$ cat config.mk
export PLATFORM = sky130hd
export DESIGN_NAME = serial_subtractor32
export DESIGN_NICKNAME = d
export VERILOG_FILES = /design/src/rtl/serial_subtractor32_pkg.sv /design/src/rtl/serial_subtractor32_fullsubtractor4.sv /design/src/rtl/serial_subtractor32.sv
export SDC_FILE = /design/constraint.sdc
export NUM_CORES = 1
export LEC_CHECK = 0
export BUFFER_PORTS_ARGS = -buffer_cell sky130_fd_sc_hd__buf_4
export CAP_MARGIN = 0
export CORE_ASPECT_RATIO = 1.5
export CORE_UTILIZATION = 45
export DETAILED_ROUTE_END_ITERATION = 10
export PLACE_DENSITY = 0.72
export SETUP_SLACK_MARGIN = 0.2
export SLEW_MARGIN = 20
export SYNTH_ARGS = -nofsm -noshare
export SYNTH_HDL_FRONTEND = slang
export SYNTH_SLANG_ARGS = --single-unit
$ cat constraint.sdc
create_clock -name clk -period 4.4 [get_ports clk]
set_clock_uncertainty 0.05 [all_clocks]
set_input_delay 0.88 -clock clk [delete_from_list [all_inputs] [get_ports clk]]
set_output_delay 0.88 -clock clk [all_outputs]
set_load 0.03 [all_outputs]
$ cat src/rtl/serial_subtractor32_pkg.sv
// rtl/serial_subtractor32_pkg.sv - shared constants and state type for the digit-serial subtractor
package serial_subtractor32_pkg;

    localparam int WIDTH_DEF = 32;
    localparam int DIGIT_DEF = 4;
    localparam int STEPS     = WIDTH_DEF / DIGIT_DEF;
    localparam int CNT_W     = $clog2(STEPS);

    typedef enum logic [1:0] {
        IDLE = 2'd0,
        RUN  = 2'd1,
        DONE = 2'd2
    } state_e;

endpackage

$ cat src/rtl/serial_subtractor32_fullsubtractor4.sv
// rtl/serial_subtractor32_fullsubtractor4.sv - combinational 4-bit a - b - borrow cell
module fullsubtractor4 (
    input  logic [3:0] a_i,
    input  logic [3:0] b_i,
    input  logic       bin_i,
    output logic [3:0] d_o,
    output logic       bout_o
);

    logic [4:0] diff;

    // A 5-bit difference goes negative exactly when a < b + bin; bit 4 is then the borrow.
    always_comb begin
        diff   = {1'b0, a_i} - {1'b0, b_i} - {4'd0, bin_i};
        d_o    = diff[3:0];
        bout_o = diff[4];
    end

endmodule

$ cat src/rtl/serial_subtractor32.sv
// rtl/serial_subtractor32.sv - digit-serial A - B - Bin, one digit per clock; SUBTRACTOR_FLAGS_EN adds Z/V flags
module serial_subtractor32
    import serial_subtractor32_pkg::*;
#(
    parameter int WIDTH = WIDTH_DEF,
    parameter int DIGIT = DIGIT_DEF
) (
    input  logic             clk,
    input  logic             rst,
    input  logic             in_valid,
    output logic             in_ready,
    input  logic [WIDTH-1:0] A,
    input  logic [WIDTH-1:0] B,
    input  logic             Bin,
    output logic             out_valid,
    input  logic             out_ready,
    output logic [WIDTH-1:0] D,
`ifdef SUBTRACTOR_FLAGS_EN
    output logic             Z,
    output logic             V,
`endif
    output logic             Bout
);

    localparam int STEPS_L = WIDTH / DIGIT;
    localparam int CW      = (STEPS_L > 1) ? $clog2(STEPS_L) : 1;
    localparam logic [CW-1:0] LAST = CW'(STEPS_L - 1);

    state_e           state_q, state_d;
    logic [WIDTH-1:0] a_q, a_d;
    logic [WIDTH-1:0] b_q, b_d;
    logic [WIDTH-1:0] d_q, d_d;
    logic [CW-1:0]    cnt_q, cnt_d;
    logic             brw_q, brw_d;
    logic             bout_q, bout_d;
    logic [DIGIT-1:0] dig_d;
    logic             dig_b;
`ifdef SUBTRACTOR_FLAGS_EN
    logic             z_q, z_d;
    logic             v_q, v_d;
`endif

    // One shared cell, fed the current digit of each operand and the rippled borrow.
    fullsubtractor4 u_cell (
        .a_i    (a_q[cnt_q*DIGIT +: DIGIT]),
        .b_i    (b_q[cnt_q*DIGIT +: DIGIT]),
        .bin_i  (brw_q),
        .d_o    (dig_d),
        .bout_o (dig_b)
    );

    // State and datapath registers; reset aborts any operation in flight.
    always_ff @(posedge clk or posedge rst) begin
        if (rst) begin
            state_q <= IDLE;
            a_q     <= '0;
            b_q     <= '0;
            d_q     <= '0;
            cnt_q   <= '0;
            brw_q   <= 1'b0;
            bout_q  <= 1'b0;
`ifdef SUBTRACTOR_FLAGS_EN
            z_q     <= 1'b0;
            v_q     <= 1'b0;
`endif
        end else begin
            state_q <= state_d;
            a_q     <= a_d;
            b_q     <= b_d;
            d_q     <= d_d;
            cnt_q   <= cnt_d;
            brw_q   <= brw_d;
            bout_q  <= bout_d;
`ifdef SUBTRACTOR_FLAGS_EN
            z_q     <= z_d;
            v_q     <= v_d;
`endif
        end
    end

    // Next-state and handshake decode: capture in IDLE, one digit per RUN cycle, hold in DONE.
    always_comb begin
        state_d   = state_q;
        a_d       = a_q;
        b_d       = b_q;
        d_d       = d_q;
        cnt_d     = cnt_q;
        brw_d     = brw_q;
        bout_d    = bout_q;
        in_ready  = 1'b0;
        out_valid = 1'b0;
`ifdef SUBTRACTOR_FLAGS_EN
        z_d       = z_q;
        v_d       = v_q;
`endif
        case (state_q)
            IDLE: begin
                in_ready = 1'b1;
                if (in_valid) begin
                    a_d     = A;
                    b_d     = B;
                    brw_d   = Bin;
                    cnt_d   = '0;
                    state_d = RUN;
                end
            end
            RUN: begin
                d_d[cnt_q*DIGIT +: DIGIT] = dig_d;
                brw_d = dig_b;
                if (cnt_q == LAST) begin
                    bout_d  = dig_b;
                    state_d = DONE;
`ifdef SUBTRACTOR_FLAGS_EN
                    // Flags see the complete result including the digit written this cycle.
                    z_d = (d_d == '0);
                    v_d = (a_q[WIDTH-1] != b_q[WIDTH-1]) && (d_d[WIDTH-1] != a_q[WIDTH-1]);
`endif
                end else begin
                    cnt_d = cnt_q + CW'(1);
                end
            end
            DONE: begin
                out_valid = 1'b1;
                if (out_ready) begin
                    state_d = IDLE;
                end
            end
            default: state_d = IDLE;
        endcase
    end

    assign D    = d_q;
    assign Bout = bout_q;
`ifdef SUBTRACTOR_FLAGS_EN
    assign Z    = z_q;
    assign V    = v_q;
`endif

endmodule

==> flow_metrics.tcl <==
set metrics [dict create \
    synth_nets 439 \
    holdPathStages 2 \
    async_reset_ff_frac 1.00 \
    seq_power_share 0.325 \
    worstReg2RegStart "cnt_q[0]" \
    htreeDepth 3 \
    nets 542 \
    cts_made_buffers 9 \
    syn2layout_area_growth_pct 23.6 \
    place_congestion 0.816 \
    clock-root-buffer "clkbuf_16" \
    clk_pin_slew_worst_paths_ns 0.06 \
    grt_pass1_wl_um 16500 \
    power_density_nw_per_um2 859 \
    tns_ns 0 \
    finalCriticalPeriod_ns 3.24 \
    yosysWarnings 0 \
    postLayoutCellArea_um2 6020 \
    cts-resized-gates 0 \
    cp.arrival_ns 3.43 \
    vias 3161 \
    ys_seq_area_frac 0.529 \
    cp.required_ns 4.58 \
    p_int_mw 3.02 \
    cts_setup_buffers 0 \
    synth_area_leaders "dfrtp_1, mux2_1, mux4_2" \
    p_clk_frac 0.147 \
    maxSlewViolCount 0 \
    synth_commonest_cells "dfrtp_1, mux2_1, nand2_1" \
    r2r-end "D[23]" \
    hold_viol 0 \
    yosysTopAreaCellShare 0.529 \
    ys_ff_latch 103 \
    avgSynthCellArea_um2 13.7 \
    start_kind "register" \
    die-width_um 87.0 \
    r2r_setup_slack_ns 1.16 \
    rows 46 \
    syn_inst 357 \
    tightest_slew_ns 1.01 \
    max_cap_violations 0 \
    core_area_um2 10500 \
    io_pins 104 \
    netlist_area_um2 4870 \
    hp-class "reg -> reg" \
    hp-start "Bout" \
    setup_violations 0 \
    dp_slack_ns 1.13 \
    grt_max_degree 75 \
    antenna_found_initial 0 \
    postCtsHoldBufs 0 \
    ir_drop_mv 0.400 \
    ff2ff_path_depth 10 \
    yosysMostFrequentCell "dfrtp_1" \
    viasPerCell 5.22 \
    rsz0062_at_grt "no" \
    synth_top_area_cell "dfrtp_1" \
    clock_path_buffers 2 \
    post_dp_cell_area_um2 5750 \
    switching_power_mw 2.15 \
    die-height_um 129 \
    drt-initial-drc-count 145 \
    min_to "Bout" \
    period_share 0.737 \
    overflow 0 \
    detail-route-antenna-nets 0 \
    crit_path_end_kind "register" \
    fin_ws_ns 1.16 \
    clkLatencyLatePin_ns 0.34 \
    dp_hpwl_um 7890 \
    status "completed" \
    finalWirelength_um 10300 \
    crit_path_max_fanout 21 \
    final_cells 605 \
    leakage_nw 2.85 \
    n_antenna_cell 0 \
    slew_headroom 0.328 \
    pwr-share-comb 0.528 \
    synth_cell_types 42 \
    drt_pass1_iterations 4 \
    tritoncts "built" \
    routedWlPerCell_um 17.0 \
    dieArea_um2 11300 \
    ys.flop_type "dfrtp_1" \
    grt_pass1_vias 3346 \
    criticalPathCategory "reg -> reg" \
    drcViolationCount 0 \
    port_buffers 103 \
    synth-edff-count 0 \
    clock-sinks 103 \
    dp.cells 593 \
    fillers 877 \
    grtUsageTotal 0.200 \
    swShare 0.416 \
    final_layout_size_suffix_gt1_frac 0.323 \
    utilization 0.572 \
    start_util 0.463 \
    timing.fmax_mhz 308 \
]
==> per-stage QoR <==
| step | total power [mW] | hold WS [ns] |
|---|---|---|
| 2_1_floorplan | 3.74 | 0.402 |
| 3_3_place_gp | 4.36 | 0.414 |
| 3_5_place_dp | 4.47 | 0.421 |
| 4_1_cts | 5.24 | 0.436 |
| 5_1_grt | 5.55 | 0.453 |
| 6_report | 5.17 | 0.430 |
==> final cells by class <==
cell class	count	area, µm²	area share
inverter	12	51.3	0.00852
sequential	103	2580	0.428
timing repair buffer	108	811	0.135
clock inverter	2	35.0	0.00582
clock buffer	10	239	0.0397
multi-input combinational	226	2130	0.354
tap	144	180	0.0299
==> worst max-delay path by stage <==
stage | from | end | slack [ns]
floorplan | rst | Bout | 0.77
global placement | cnt_q[0] | D[10] | 1.18
detailed placement | cnt_q[0] | D[23] | 1.13
CTS | cnt_q[0] | D[23] | 1.10
global route | cnt_q[0] | D[23] | 0.93
finish | cnt_q[0] | D[23] | 1.16
==> worst max-delay path, cell delays in order, from the launching register on <==
cell and delay, ns:
dfrtp_1 0.58, buf_4 0.40, mux4_2 0.54, nand2_1 0.08
nand2_1 0.06, ha_1 0.27, inv_1 0.04, ha_1 0.33
xor2_1 0.18, and4_4 0.24, o41ai_1 0.35
==> flip-flops by register name (all words and copies together) (netlist names) <==
signal and count:
D 32, Bout 1, state_q 2, cnt_q 3, brw_q 1, a_q 32
b_q 32
==> metal layers <==
layer,vias up,track usage,wire (µm)
li1,1474,-,-
met5,-,0,0
met3,20,0.0420,339
met4,0,0.100,335
met1,1587,0.216,3780
met2,80,0.365,5830
==> cell families (layout without fill, tap and decap cells) <==
logic type | count (synthesis) | count (layout) | synth area share
multiplexers | 105 | 105 | 0.273
flip-flops | 103 | 103 | 0.529
AND/OR/NAND/NOR | 76 | 76 | 0.0786
AO/OA/AOI/OAI | 28 | 28 | 0.0416
buffers and inverters | 28 | 132 | 0.0344
adder cells (fa/ha/maj) | 13 | 13 | 0.0365
XOR/XNOR | 4 | 4 | 0.00719
==> cells in the final DEF (no fill, tap or decap), types with 2 or more instances in the layout <==
master     netlist  routed
a21oi_1          3       3
mux2_1          83      83
xor2_1           2       2
nand2_1         32      32
o31ai_1          5       5
nor2_1          18      18
nand3_2          4       4
dfrtp_1        103     103
nand3_1          5       5
buf_4            2     108
clkinv_2         1       2
fa_1             2       2
nor2b_1          3       3
ha_1            11      11
o31ai_2          2       2
xnor2_1          2       2
o41ai_1          2       2
mux4_2          14      14
inv_1           10       9
o21ai_1          3       3
mux2i_1          8       8
clkbuf_16        0       9
o21ai_0          7       7
or2_1            3       3
inv_4            1       2
a22o_1           3       3
==> power by group through the flow <==
stage	Clock, mW	Combinational, mW	Sequential (mW)
2_1_floorplan	0	1.99	1.76
4_1_cts	0.779	2.77	1.69
6_report	0.761	2.73	1.68
5_1_grt	0.814	3.00	1.74
3_3_place_gp	0	2.67	1.68
3_5_place_dp	0	2.76	1.70
Note: power is estimated with default switching activity, not from simulation.
